$ cat src/rtl/branch_redirect_ctrl.sv
// branch_redirect_ctrl: arbitrates branch-mispredict and trap redirects into a
// single front-end recovery sequence: a timed pipeline flush, a valid/ready
// redirect handshake to fetch, then an issue stall until the first refilled
// instruction arrives.
//
// Optional feature macro: BRANCH_REDIRECT_STATS_EN adds saturating counters of
// accepted mispredicts, accepted traps and issue-stall cycles.
module branch_redirect_ctrl #(
  parameter int unsigned FLUSH_CYCLES = 2,
  parameter int unsigned ALEN         = 32
`ifdef BRANCH_REDIRECT_STATS_EN
  , parameter int unsigned STAT_WIDTH = 32
`endif
) (
  input  logic            clk,
  input  logic            rst,
  input  logic            mispredict_valid,
  input  logic [ALEN-1:0] mispredict_target,
  input  logic            trap_valid,
  input  logic [ALEN-1:0] trap_target,
  input  logic            fetch_ready,
  input  logic            refill_valid,
  output logic            flush_pipeline,
  output logic            redirect_valid,
  output logic [ALEN-1:0] redirect_addr,
  output logic            issue_stall,
  output logic            busy
`ifdef BRANCH_REDIRECT_STATS_EN
  , output logic [STAT_WIDTH-1:0] stat_mispredicts
  , output logic [STAT_WIDTH-1:0] stat_traps
  , output logic [STAT_WIDTH-1:0] stat_stall_cycles
`endif
);

  // Flush counter counts down to zero; FLUSH_CYCLES is at most 15.
  localparam logic [3:0] CNT_LOAD = 4'(FLUSH_CYCLES - 1);

  typedef enum logic [1:0] {
    S_IDLE,
    S_FLUSH,
    S_REDIRECT,
    S_REFILL
  } state_t;

  state_t          state_q, state_d;
  logic [3:0]      cnt_q, cnt_d;
  logic [ALEN-1:0] addr_q, addr_d;
  logic            flush_q, redirect_valid_q, issue_stall_q, busy_q;
  logic            mispredict_take;

  // Next-state logic: a trap is accepted in every state and always restarts the
  // flush; a mispredict is only accepted from IDLE, since any in-flight flush
  // has already squashed its source.
  always_comb begin
    state_d         = state_q;
    cnt_d           = cnt_q;
    addr_d          = addr_q;
    mispredict_take = 1'b0;
    if (trap_valid) begin
      state_d = S_FLUSH;
      cnt_d   = CNT_LOAD;
      addr_d  = trap_target;
    end else begin
      case (state_q)
        S_IDLE: begin
          if (mispredict_valid) begin
            state_d         = S_FLUSH;
            cnt_d           = CNT_LOAD;
            addr_d          = mispredict_target;
            mispredict_take = 1'b1;
          end
        end
        S_FLUSH: begin
          if (cnt_q == 4'd0) begin
            state_d = S_REDIRECT;
          end else begin
            cnt_d = cnt_q - 4'd1;
          end
        end
        S_REDIRECT: begin
          if (redirect_valid_q && fetch_ready) begin
            state_d = S_REFILL;
          end
        end
        S_REFILL: begin
          if (refill_valid) begin
            state_d = S_IDLE;
          end
        end
        default: state_d = S_IDLE;
      endcase
    end
  end

  // State, counter, target and outputs registered together; outputs are
  // decoded from the next state so they line up with the state they describe.
  always_ff @(posedge clk) begin
    if (rst) begin
      state_q          <= S_IDLE;
      cnt_q            <= 4'd0;
      addr_q           <= '0;
      flush_q          <= 1'b0;
      redirect_valid_q <= 1'b0;
      issue_stall_q    <= 1'b0;
      busy_q           <= 1'b0;
    end else begin
      state_q          <= state_d;
      cnt_q            <= cnt_d;
      addr_q           <= addr_d;
      flush_q          <= (state_d == S_FLUSH);
      redirect_valid_q <= (state_d == S_REDIRECT);
      issue_stall_q    <= (state_d != S_IDLE);
      busy_q           <= (state_d != S_IDLE);
    end
  end

  assign flush_pipeline = flush_q;
  assign redirect_valid = redirect_valid_q;
  assign redirect_addr  = addr_q;
  assign issue_stall    = issue_stall_q;
  assign busy           = busy_q;

`ifdef BRANCH_REDIRECT_STATS_EN
  logic [STAT_WIDTH-1:0] stat_mis_q, stat_trap_q, stat_stall_q;

  // Saturating event and stall-cycle counters.
  always_ff @(posedge clk) begin
    if (rst) begin
      stat_mis_q   <= '0;
      stat_trap_q  <= '0;
      stat_stall_q <= '0;
    end else begin
      if (mispredict_take && (stat_mis_q != '1)) begin
        stat_mis_q <= stat_mis_q + STAT_WIDTH'(1);
      end
      if (trap_valid && (stat_trap_q != '1)) begin
        stat_trap_q <= stat_trap_q + STAT_WIDTH'(1);
      end
      if (issue_stall_q && (stat_stall_q != '1)) begin
        stat_stall_q <= stat_stall_q + STAT_WIDTH'(1);
      end
    end
  end

  assign stat_mispredicts  = stat_mis_q;
  assign stat_traps        = stat_trap_q;
  assign stat_stall_cycles = stat_stall_q;
`else
  // Only consumed by the statistics counters.
  logic unused_take;
  assign unused_take = mispredict_take;
`endif

endmodule

$ cat config.mk
export PLATFORM = sky130hd
export DESIGN_NAME = branch_redirect_ctrl
export DESIGN_NICKNAME = d
export VERILOG_FILES = /design/src/rtl/branch_redirect_ctrl.sv
export SDC_FILE = /design/constraint.sdc
export NUM_CORES = 1
export LEC_CHECK = 0
export CORE_MARGIN = 2
export CORE_UTILIZATION = 43
export DETAILED_ROUTE_END_ITERATION = 16
export GPL_ROUTABILITY_DRIVEN = 0
export GPL_TIMING_DRIVEN = 0
export HOLD_SLACK_MARGIN = 0.12
export PLACE_DENSITY = 0.84
export SYNTH_ARGS = -nofsm -noshare
export SYNTH_HDL_FRONTEND = slang
export SYNTH_SLANG_ARGS = --single-unit
export TNS_END_PERCENT = 50
$ cat constraint.sdc
create_clock -name clk -period 4.7 [get_ports clk]
set_input_delay 0.705 -clock clk [delete_from_list [all_inputs] [get_ports clk]]
set_output_delay 0.705 -clock clk [all_outputs]
set_load 0.02 [all_outputs]
==> results of run 1 <==
## through the flow
step,setup slack [ps],power (mW)
6_report,2656,0.9200
4_1_cts,2655,0.9266
3_5_place_dp,2421,0.6991
2_1_floorplan,3091,0.5621
3_3_place_gp,2414,0.6942
5_1_grt,2644,0.9600
## logic make-up after synthesis
| family | after synthesis | share of synthesized area [%] |
|---|---|---|
| AO/OA/AOI/OAI | 46 | 23.14 |
| flip-flops | 41 | 38.43 |
| buffers and inverters | 25 | 7.615 |
| adder cells (fa/ha/maj) | 2 | 1.171 |
| multiplexers | 32 | 15.00 |
| AND/OR/NAND/NOR | 52 | 14.65 |
## per-layer routing
layer,GRT usage [%],up-vias
met3,4.065,9
met4,6.944,0
met5,0,-
met2,32.94,63
li1,-,970
met1,23.56,874
## flip-flops by register name (all words and copies together) (netlist names)
name / count
flush_pipeline: 1
busy: 1
redirect_valid: 1
state_q: 2
redirect_addr: 32
cnt_q: 4
## cell usage in the layout (no fill, tap or decap), drive strengths merged, types with 2 or more instances in the layout
master	netlist	final
clkdlybuf4s50	0	104
nor2	4	4
dfxtp	41	41
buf	17	17
clkbuf	4	11
mux2i	32	32
inv	4	4
nor3	33	33
o21ai	5	5
a211oi	32	32
ha	2	2
nor3b	2	2
or4	2	2
or3b	2	2
a21oi	4	4
## power by group
group	internal, mW	switching [mW]	leakage, nW
Sequential	0.378	0.0155	0.341
Combinational	0.160	0.136	0.881
Clock	0.117	0.114	0.0443
## worst max-delay path by stage
stage	cells after the start	from	slack, ps	endpoint
CTS	2	busy	2660	issue_stall
global route	2	busy	2640	issue_stall
global placement	5	mispredict_valid	2410	redirect_addr[25]
detailed placement	5	mispredict_valid	2420	redirect_addr[23]
floorplan	5	trap_valid	3090	redirect_addr[14]
finish	2	busy	2660	issue_stall
## cell type report
type | count | area, um2
plain buffers | 21 | 147.6
clock buffers | 7 | 86.33
fillers | 397 | 1408
inverters | 4 | 15.01
multi-input cells | 132 | 1152
flip-flops and latches | 41 | 820.8
well taps | 67 | 83.83
repair buffers | 104 | 1041
## worst max-delay path: stages, from the launching register on
cell and delay (ps):
dfxtp_1 350, buf_4 110, clkdlybuf4s50_1 590
==> impl_results.md, run 1 <==
* Status: finished clean
* CTS Buffer Depth at 2
* Worst path arrival time at 1340 ps
* Clk_lat worst skew at 290 ps
* Final wirelength at approximately 5300 um
* Wire per inst at between 10 and 15 um
* # resized after CTS at 0
* Row cnt at 25
* First-pass GRT wire length at approximately 8400 um
* R2r setup slk at approximately 3000 ps
* Finished Cell Area at ~3300 um2
* H-tree Lvls at 2
* R2R depth at 5
* Met1 WL at 2421 um
* N_diodes at 0
* Non-Filler Instances at 376
* Final min period at 2044 ps
* Setup violators final at 0
* Most numerous cell in the Yosys netlist: dfxtp_1
* Max_slew headroom at between 50 and 60%
* ANT nets after route at 0
* DRC at 0
* GRT Overall Usage at about a fifth
* Chip Height at between 70 and 80 um
* Setup TNS at 0 ps
* Wire length on met2 at approximately 2500 um
* Initial antenna violation count at 0
* Critical Path RT at between 3000 and 4000 ps
* Final HPWL DP at between 4000 and 5000 um
* Peak supply drop at 0.1748 mV
* Unique cell type count in the Yosys netlist at 33
* Setup repair bufs after CTS at 0
* CTS tree: yes
* Share of the synthesized area in the top cell type at just under 40%
* Iter 0 DRT Violations at slightly above 40
* Hold Crit Start: cnt_q[1]
* Asr flop ratio synth at 0%
* P&R area growth vs syn at 56.71%
* Register bit total from synthesis at just over 40
* Metal3 WL at between 300 and 400 um
* YS warnings at 0
* GRT overflow at 0
* Vias per cell at approximately 5.1
* CTS clk-pin slew, worst paths at 80 ps
* Final core occ at a little over two thirds
* Synth cell count leaders: 41 x dfxtp_1, 33 x nor3_1, 32 x mux2i_1
* Clk_skew at between 9 and 10 ps
* WS Path Type: flop to primary output
* DR vias at around 1900
* Pin count of the biggest net entering global routing at 12
* Fmax at about 490 MHz
* CP Launch Type: flop
* Top post-synthesis cells by area: dfxtp_1 38%, a211oi_2 17%, mux2i_1 15%
* Horiz. Die Dim at roughly 74 um
* Leak at between 1 and 1.5 nW
* Initial cell density of the core at between 40% and 50%
* Worst Hold Class: flop to flop
* R2r startpoint: cnt_q[0]
* Final hold vios at 0
* Worst setup EP type: primary output
* Vias in the first global route at approximately 1900
* Critical path peak fanout at 2
* First-pass DRT Iterations at 4
* Clock Sink Count at between 40 and 50
* Sequential share of the synthesized area at 38.43%
* RSZ-0062 raised after global routing: false
* Syn nets at 270
* Full die area at around 5500 um2
* Worst Max-Slew Pin Slew at just under 700 ps
* EDFF count, synth at 0
* Total Nets Final at 381
* Hold WS at slightly below 500 ps
* I/O pin cnt at around 110
* Core Region at roughly 4800 um2
* Placed Area at 3261 um2
* Hold EP: cnt_q[1]
* Final Cycle Share at between 40% and 50%
* Share of layout cells above drive strength 1 at between 10% and 20%
* CTS root buffer: clkbuf_8
* Avg Cell Area, Syn at between 10 and 15 um2
* Hold-fix buffers, CTS at 0
* DR top layer: met4
* DP Cell Count at between 300 and 400
* IO buf count at approximately 100
* Gate Count Post-Synth at around 200
* Most used flip-flop cell after synthesis: dfxtp_1
* Pwr/cell area at about 270 nW/um2
* Worst hold stages at 2
* Clock buffer count from CTS at 5
* Synth area leader: dfxtp_1
* Synthesized area at about 2100 um2
* RR Endpoint: cnt_q[0]
* Max Slew Vio Count at 0
* Maxcap violations at 0
(Power assumes the default switching activity.)
==> run 2: changes to the inputs <==
Settings changed: CORE_UTILIZATION 43 to 40, PLACE_DENSITY 0.84 to 0.79.
Clock period 4.7 ns to 1.9 ns, I/O delays scaled along.
==> impl_results.md, run 2 (synthesis results as in run 1) <==
* Hold-fix buffers, CTS at 0
* # resized after CTS at 0
* Pin count of the biggest net entering global routing at 12
* RSZ-0062 raised after global routing: false
* Worst setup EP type: flop
* Worst Max-Slew Pin Slew at about 700 ps
* Full die area at between 5000 and 6000 um2
* Reg power frac at 42.9%
* Final wirelength at about 5500 um
* IO buf count at roughly 100
* Largest register FFs at 32
* DRC at 0
* Clk_skew at around 5.3 ps
* CTS Buffer Depth at 2
* Initial antenna violation count at 0
* CTS clk-pin slew, worst paths at ~70 ps
* Worst Hold Class: flop to flop
* Setup violators final at 0
* Commonest non-fill, non-tap cells in the layout: 104 x clkdlybuf4s50_1, 41 x dfxtp_1, 33 x nor3_1
* N_diodes at 0
* R2r setup slk at 220 ps
* Final min period at between 1500 and 2000 ps
* CP Launch Type: flop
* Logic pwr share at roughly 32%
* WS Path Type: flop to flop
* Fmax at 593.7 MHz
* Max Slew Vio Count at 0
* Iter 0 DRT Violations at 64
* Core Region at 5140 um2
* CTS root buffer: clkbuf_8
* Maxcap violations at 0
* ANT nets after route at 0
* P_sw at 650.8 uW
* Most common cell after layout, fill and taps aside: clkdlybuf4s50_1
* Initial cell density of the core at around 42%
* Clock Sink Count at 41
* Final core occ at 65.19%
* Chip Height at 77.07 um
* # fillers at around 460
* Status: finished clean
* Setup repair bufs after CTS at 0
* Row cnt at 26
* Final hold vios at 0
* I/O pin cnt at 106
* Clock buffer count from CTS at 5
* Final Cycle Share at between 80% and 90%
* H-tree Lvls at 2
* Vias in the first global route at a little under 2000
* First-pass GRT wire length at just over 9000 um
* Share of layout cells above drive strength 1 at between 10% and 20%
* GRT overflow at 0
* DR vias at 1915
* Peak supply drop at about 0.41 mV
* Critical path startpoint: cnt_q[0]
* GRT Overall Usage at between 10% and 20%
* Setup TNS at 0 ps
* Max_slew headroom at a little over half
* First-pass DRT Iterations at 6
* Worst Setup EP: state_q[0]
* CTS tree: yes
* Final HPWL DP at around 4200 um
* Internal power at ~1.6 mW
* Total Nets Final at around 380
* Horiz. Die Dim at between 70 and 80 um
* Critical Path RT at slightly above 2000 ps
* Critical path peak fanout at 4
* Pwr/cell area at around 680 nW/um2
* Switching share of power at between 20 and 30%
* Clk_lat worst skew at around 280 ps
* R2r startpoint: cnt_q[0]
* Worst path arrival time at 1830 ps
* P&R area growth vs syn at 56.88%
* Clock power frac at between 20% and 30%
* R2R depth at 5
* Leak at 1.266 nW
* RR Endpoint: state_q[0]
* Vias per cell at 5.053
* Wire per inst at 14.58 um
run 2: layout make-up:
class | instances | area, um2 | area share, %
buffer | 21 | 147.6 | 4.406
tap | 70 | 87.58 | 2.614
timing repair buffer | 104 | 1041 | 31.07
multi-input combinational | 132 | 1152 | 34.39
clock buffer | 7 | 86.33 | 2.577
inverter | 4 | 15.01 | 0.4481
sequential | 41 | 820.8 | 24.50
run 2: worst min path at each step:
stage / start / to / cells past startpoint
finish: cnt_q[1] / cnt_q[1] / 2
CTS: cnt_q[3] / cnt_q[3] / 2
global route: cnt_q[3] / cnt_q[3] / 2
detailed placement: cnt_q[3] / cnt_q[3] / 2
floorplan: cnt_q[3] / cnt_q[3] / 2
global placement: cnt_q[3] / cnt_q[3] / 2
run 2: critical path: stages (launching register included):
cell	delay, ps
dfxtp_1	310
inv_1	120
ha_1	190
or3b_1	380
a311oi_2	430
a21oi_1	130
run 2: power by group through the flow:
stage | logic (mW) | registers [mW] | clock network [mW]
4_1_cts | 0.742 | 0.974 | 0.586
2_1_floorplan | 0.317 | 1.07 | 0
3_3_place_gp | 0.729 | 0.990 | 0
3_5_place_dp | 0.739 | 0.993 | 0
5_1_grt | 0.788 | 0.983 | 0.619
6_report | 0.733 | 0.974 | 0.563
run 2: per-layer routing:
metal / vias to the layer above / part of all wire [%] / track usage, % / wire [um]
li1: 964 / - / - / -
met1: 892 / 42 / 23.43 / 2347
met2: 54 / 51 / 33.07 / 2823
met3: 5 / 5.9 / 5.294 / 324
met4: 0 / 0.56 / 4.286 / 31
met5: - / 0 / 0 / 0
run 2: stage by stage:
stage	worst slack [ps]	hold WS (ps)	instance area, um2	std cells	power, mW
6_report	215.7	502.8	3351	379	2.271
5_1_grt	121.7	518.5	3351	379	2.390
4_1_cts	242.0	503.5	3351	379	2.302
3_5_place_dp	31.75	489.9	3264	372	1.732
3_3_place_gp	53.16	481.5	3264	372	1.719
2_1_floorplan	414.1	456.6	2136	198	1.390
